===== src/rtl/inst_fetch_unit.sv =====
// ---------------------------------------------------------------------------
// inst_fetch_unit
//   Instruction fetch front end. Owns the architectural PC, issues one
//   single-beat read per instruction on a valid/ready instruction-memory bus,
//   and hands the fetched word (or a fetch fault) to decode over a
//   valid/ready handshake. Only one instruction is in flight: after handoff
//   the unit waits for the next PC (dnpc) from execute/writeback.
//
// Ports
//   clk, rst          clock, synchronous active-high reset
//   dnpc, dnpc_valid  next PC from execute/writeback (accepted in WAIT_NPC)
//   araddr, arvalid,  read request channel to instruction memory
//   arready
//   rdata, rresp,     read response channel; rresp != 0 is a bus error
//   rvalid, rready
//   inst, pc, snpc    fetched word, its PC, and pc + 4
//   out_valid,        handoff to decode
//   out_ready
//   fault,            fault flag and cause (1 = misaligned PC, 2 = bus error)
//   fault_cause
//   fetch_cnt         number of completed handoffs (wraps)
// ---------------------------------------------------------------------------
module inst_fetch_unit #(
  parameter logic [31:0] RESET_PC = 32'h8000_0000,
  parameter int          CNT_W    = 32
) (
  input  logic             clk,
  input  logic             rst,
  input  logic [31:0]      dnpc,
  input  logic             dnpc_valid,
  output logic [31:0]      araddr,
  output logic             arvalid,
  input  logic             arready,
  input  logic [31:0]      rdata,
  input  logic [1:0]       rresp,
  input  logic             rvalid,
  output logic             rready,
  output logic [31:0]      inst,
  output logic [31:0]      pc,
  output logic [31:0]      snpc,
  output logic             out_valid,
  input  logic             out_ready,
  output logic             fault,
  output logic [1:0]       fault_cause,
  output logic [CNT_W-1:0] fetch_cnt
);

  typedef enum logic [1:0] {
    REQ      = 2'd0,
    WAIT_R   = 2'd1,
    HOLD     = 2'd2,
    WAIT_NPC = 2'd3
  } state_t;

  localparam logic [1:0] CAUSE_NONE      = 2'd0;
  localparam logic [1:0] CAUSE_MISALIGN  = 2'd1;
  localparam logic [1:0] CAUSE_BUS_ERROR = 2'd2;

  state_t           r_state;
  state_t           w_next_state;
  logic [31:0]      r_pc;
  logic [31:0]      r_snpc;
  logic [31:0]      r_inst;
  logic             r_fault;
  logic [1:0]       r_fault_cause;
  logic [CNT_W-1:0] r_fetch_cnt;

  logic             w_misaligned;
  logic             w_arvalid;
  logic             w_rready;
  logic             w_out_valid;

  assign w_misaligned = (r_pc[1:0] != 2'b00);

  // Next-state and handshake outputs. Outputs are decoded from the state so
  // that a dnpc accepted at T shows arvalid at T+1. They are forced low while
  // rst is high so the bus sees an idle unit throughout reset.
  always_comb begin
    // NOTE: every signal written here gets a default first; a path that
    // leaves one unassigned would infer a latch.
    w_next_state = r_state;
    w_arvalid    = 1'b0;
    w_rready     = 1'b0;
    w_out_valid  = 1'b0;

    unique case (r_state)
      REQ: begin
        if (w_misaligned) begin
          // Misaligned PC never reaches the bus; fault goes straight to decode.
          w_next_state = HOLD;
        end else begin
          w_arvalid = 1'b1;
          if (arready) w_next_state = WAIT_R;
        end
      end
      WAIT_R: begin
        w_rready = 1'b1;
        if (rvalid) w_next_state = HOLD;
      end
      HOLD: begin
        w_out_valid = 1'b1;
        if (out_ready) w_next_state = WAIT_NPC;
      end
      WAIT_NPC: begin
        if (dnpc_valid) w_next_state = REQ;
      end
      default: w_next_state = REQ;
    endcase

    if (rst) begin
      w_arvalid   = 1'b0;
      w_rready    = 1'b0;
      w_out_valid = 1'b0;
    end
  end

  // State register and datapath. Payload registers only change outside HOLD,
  // so inst/pc/snpc/fault stay stable for the whole handoff.
  always_ff @(posedge clk) begin
    // NOTE: sequential state uses non-blocking assignments so every register
    // samples pre-edge values regardless of statement order.
    if (rst) begin
      r_state       <= REQ;
      r_pc          <= RESET_PC;
      r_snpc        <= RESET_PC + 32'd4;
      r_inst        <= 32'd0;
      r_fault       <= 1'b0;
      r_fault_cause <= CAUSE_NONE;
      r_fetch_cnt   <= '0;
    end else begin
      r_state <= w_next_state;
      unique case (r_state)
        REQ: begin
          if (w_misaligned) begin
            r_inst        <= 32'd0;
            r_fault       <= 1'b1;
            r_fault_cause <= CAUSE_MISALIGN;
          end
        end
        WAIT_R: begin
          if (rvalid) begin
            r_inst        <= rdata;
            r_fault       <= (rresp != 2'b00);
            r_fault_cause <= (rresp != 2'b00) ? CAUSE_BUS_ERROR : CAUSE_NONE;
          end
        end
        HOLD: begin
          if (out_ready) r_fetch_cnt <= r_fetch_cnt + CNT_W'(1);
        end
        WAIT_NPC: begin
          if (dnpc_valid) begin
            r_pc   <= dnpc;
            r_snpc <= dnpc + 32'd4;
          end
        end
        default: ;
      endcase
    end
  end

  // The request address is the PC register itself, which cannot change while
  // a request is pending, so araddr is inherently stable under backpressure.
  assign araddr      = r_pc;
  assign arvalid     = w_arvalid;
  assign rready      = w_rready;
  assign inst        = r_inst;
  assign pc          = r_pc;
  assign snpc        = r_snpc;
  assign out_valid   = w_out_valid;
  assign fault       = r_fault;
  assign fault_cause = r_fault_cause;
  assign fetch_cnt   = r_fetch_cnt;

endmodule


===== config.mk =====
export PLATFORM = sky130hd
export DESIGN_NAME = inst_fetch_unit
export DESIGN_NICKNAME = d
export VERILOG_FILES = /design/src/rtl/inst_fetch_unit.sv
export SDC_FILE = /design/constraint.sdc
export NUM_CORES = 1
export LEC_CHECK = 0
export CAP_MARGIN = 10
export CORE_MARGIN = 4
export CORE_UTILIZATION = 39
export CTS_CLUSTER_SIZE = 25
export DETAILED_ROUTE_END_ITERATION = 12
export HOLD_SLACK_MARGIN = 0.05
export PLACE_DENSITY = 0.82
export SETUP_SLACK_MARGIN = 0.3
export SLEW_MARGIN = 30
export SYNTH_ARGS = -nofsm -noshare
export SYNTH_HDL_FRONTEND = slang
export SYNTH_SLANG_ARGS = --single-unit

===== constraint.sdc =====
create_clock -name clk -period 2.24 [get_ports clk]
set_clock_uncertainty 0.15 [all_clocks]
set_input_delay 0.224 -clock clk [delete_from_list [all_inputs] [get_ports clk]]
set_output_delay 0.224 -clock clk [all_outputs]
set_load 0.01 [all_outputs]

==> out/results.tsv <==
stage	metric	value	unit
cts	worstSkewPairLatency	0.42	ns
detailed_routing	vias	6240	
pwr	switching_share	0.285	
timing	setup_ws	0.113	ns
finish	antenna_cells	0	
worst_setup_path	end_kind	flop	
detailed_routing	viasPerCell	5.43	
worst_setup_path	cp_common_cell	buf_4	
die	rows	44	
synth	synth_edf_count	0	
place	gp_congestion	0.818	
worst_setup_path	cpLargestDelayFamily	simple AND/OR/NAND/NOR gates	
pwr	vdd.ir_drop.worst	0.474	mV
finish	final_common_cell	clkdlybuf4s50_1	
detailed_routing	wirelength	20800	µm
global_routing	grt_use_total	0.232	
job	drv_cap	0	
worst_setup_path	critical_path_buf_inv_count	3	
cts	cts_tree	built	
worst_setup_path	worst-path-max-fanout	5	
status	status	completed	
finish	final_area	9810	µm²
global_routing	grt.overflow.total	0	
finish	nets	1031	
detailed_routing	ant_nets	0	
synth	synth_area	5770	µm²
die	chipWidth	130	µm
place	dpl-instance-area	8630	µm²
hold_path	whs_path_depth	4	
worst_setup_path	worstSetupPathDepth	8	
synth	async_flop_share	0	
place	port_buffers	237	
synth	synthFlopType	dfxtp_1	
pwr	switching_power	0.00206	W
finish	instances_no_fill	1149	
finish	area_growth	69.9	%
die	io_pins	238	
finish	drive_gt1_frac	0.211	
pwr	internal_power	0.00518	W
detailed_routing	dr.pass1.iters	5	
die	start_util	0.397	
timing	rsz0062_at_grt	yes	
timing	fin_crit_sh	0.950	
synth	netlist_instances	664	
finish	fin_util	0.675	
die	die_y	130	µm
worst_setup_path	max_stage_delay	0.45	ns
worst_setup_path	slowest_stage	or4_4	
worst_setup_path	worstPathRequired	2.38	ns
worst_setup_path	reg2reg_depth	8	
worst_setup_path	critPathKind	flop to flop	
place	dpl.hpwl	13400	µm
timing	hold-worst-slack	0.0974	ns
detailed_routing	wl_per_cell	18.1	µm
synth	synth-seq-cells	131	
place	dp_cells	1084	
cts	clk_pin_slew_worst_paths	0.06	ns
synth	synth_nets	743	
place	dp_slack	-0.196	ns
cts	numClockSinks	131	
global_routing	grt_pass1_wl	31000	µm
synth	ys_types	45	
detailed_routing	drt-initial-drc-count	405	
timing	worst_slew_pin_slew	0.527	ns
pwr	combPwrFrac	0.267	
synth	yosysTopAreaCell	dfxtp_1	
die	die_area	16800	µm²
hold_path	min_path_type	primary input to flop	
global_routing	grt_max_degree	67	
timing	setup_violations	0	
pwr	power_frac_seq	0.361	
cts	cts_made_buffers	17	
timing	slew_headroom	0.648	
timing	fmax	470	MHz
pwr	leakage	3.46	nW
die	core	14500	µm²
finish	mostFrequentLayoutCells	clkdlybuf4s50_1, dfxtp_1, nand2_1	
cts	clock_path_buffers	2	
synth	synth.top_cell.area_share	0.454	
cts	htree_levels	4	
synth	synthTopCellsByArea	dfxtp_1, nand2_1, a21oi_1, a22o_1, buf_4	
timing	slew_violations	0	
synth	syn_area_per_cell	8.69	µm²
worst_setup_path	cp_cell_sequence	inv_4 -> ha_4 -> nand4_1 -> buf_4 -> or4_4 -> buf_4 -> o31ai_1 -> a21oi_1	
timing	hold_viol	0	
detailed_routing	drc_errors	0	
worst_setup_path	critPathArrivalTime	2.27	ns
pwr	power_density	738	nW/µm²
synth	seq_area_frac_synth	0.454	
global_routing	grt_pass1_vias	6079	
global_routing	grt_antenna_before_repair	0	
worst_setup_path	start_kind	flop	
cts	cts-root-buf	clkbuf_16	
pwr	p_clk_frac	0.372	
timing	fin_crit	2.13	ns
synth	ys_warn_count	0	
## per-stage QoR
stage	TNS [ns]	power [W]
global route	0	0.00752
floorplan	0	0.00339
global placement	-0.793	0.00413
CTS	0	0.00709
finish	0	0.00724
detailed placement	-1.40	0.00415
## cell type report
type	instances	area (µm²)
fill	1099	4730
timing repair buffer	340	3330
multi-input combinational	450	2980
sequential	131	2650
clock buffer	20	467
tap	184	230
clock inverter	12	104
inverter	12	50.0
## state kept, by name, indices dropped and copies added, names as in the netlist
register     cells
araddr          32
fetch_cnt       32
inst            32
snpc            30
fault_cause      2
r_state          2
fault            1
## cells in the mapped netlist, types with 9 or more instances
| cell | instances |
|---|---|
| a211oi_1 | 16 |
| a21oi_1 | 59 |
| a22o_1 | 31 |
| a311oi_1 | 10 |
| and4_1 | 10 |
| buf_4 | 34 |
| clkbuf_1 | 36 |
| dfxtp_1 | 131 |
| inv_1 | 12 |
| nand2_1 | 85 |
| nand3_1 | 23 |
| nand4_1 | 13 |
| nor2_1 | 54 |
| o21ai_0 | 14 |
| o31ai_1 | 20 |
| or3_1 | 13 |
| or4_1 | 22 |
| xnor2_1 | 13 |
| xor2_1 | 9 |
## timing repair
item / CTS / global route
gates resized for setup: 43 / 43
hold buffers: 2 / 0
pin swaps: 14 / 22
hold endpoints to repair: 12 / 0
buffers inserted: 11 / 12
cloned: 5 / 3
endpoints found under the setup margin: 63 / 65
## worst paths after layout
check / from / slack (ns) / endpoint
setup / recovery: r_state[0]$_SDFFE_PP0P_ / 0.11 / fetch_cnt[23]$_SDFFE_PP0P_
hold reg to reg: snpc[3]$_SDFFE_PP0P_ / 0.32 / snpc[3]$_SDFFE_PP0P_
hold / removal: dnpc[5] / 0.1 / araddr[5]$_SDFFE_PP0P_
setup reg to reg: r_state[0]$_SDFFE_PP0P_ / 0.11 / fetch_cnt[23]$_SDFFE_PP0P_
## logic make-up after synthesis
| kind of cell | count (synthesis) | synth area share |
|---|---|---|
| compound gates | 160 | 0.188 |
| buf+inv | 86 | 0.0787 |
| simple gates | 255 | 0.225 |
| xor+xnor | 22 | 0.0334 |
| flops | 131 | 0.454 |
| mux | 3 | 0.00542 |
| fa+ha+maj | 7 | 0.0152 |
## layer usage
layer	up-vias	global-route usage	wire, µm
met2	263	0.390	10400
met3	52	0.0796	1640
met4	0	0.0892	596
met1	2961	0.272	8170
li1	2964	-	-
met5	-	0	0
## worst min-delay path, cell delays in order
cell            delay, ns
dlymetal6s2s_1       0.15
buf_6                0.14
nand2_1              0.05
a21oi_1              0.05
## power groups by stage
| stage | sequential [W] | clock (W) | combinational (W) |
|---|---|---|---|
| after floorplan | 0.00271 | 0 | 0.000687 |
| after global placement | 0.00265 | 0 | 0.00148 |
| after detailed placement | 0.00265 | 0 | 0.00149 |
| after CTS | 0.00261 | 0.00272 | 0.00176 |
| after global routing | 0.00263 | 0.00282 | 0.00207 |
| final | 0.00261 | 0.00269 | 0.00193 |
No activity file was read; power rests on OpenSTA's default activity.
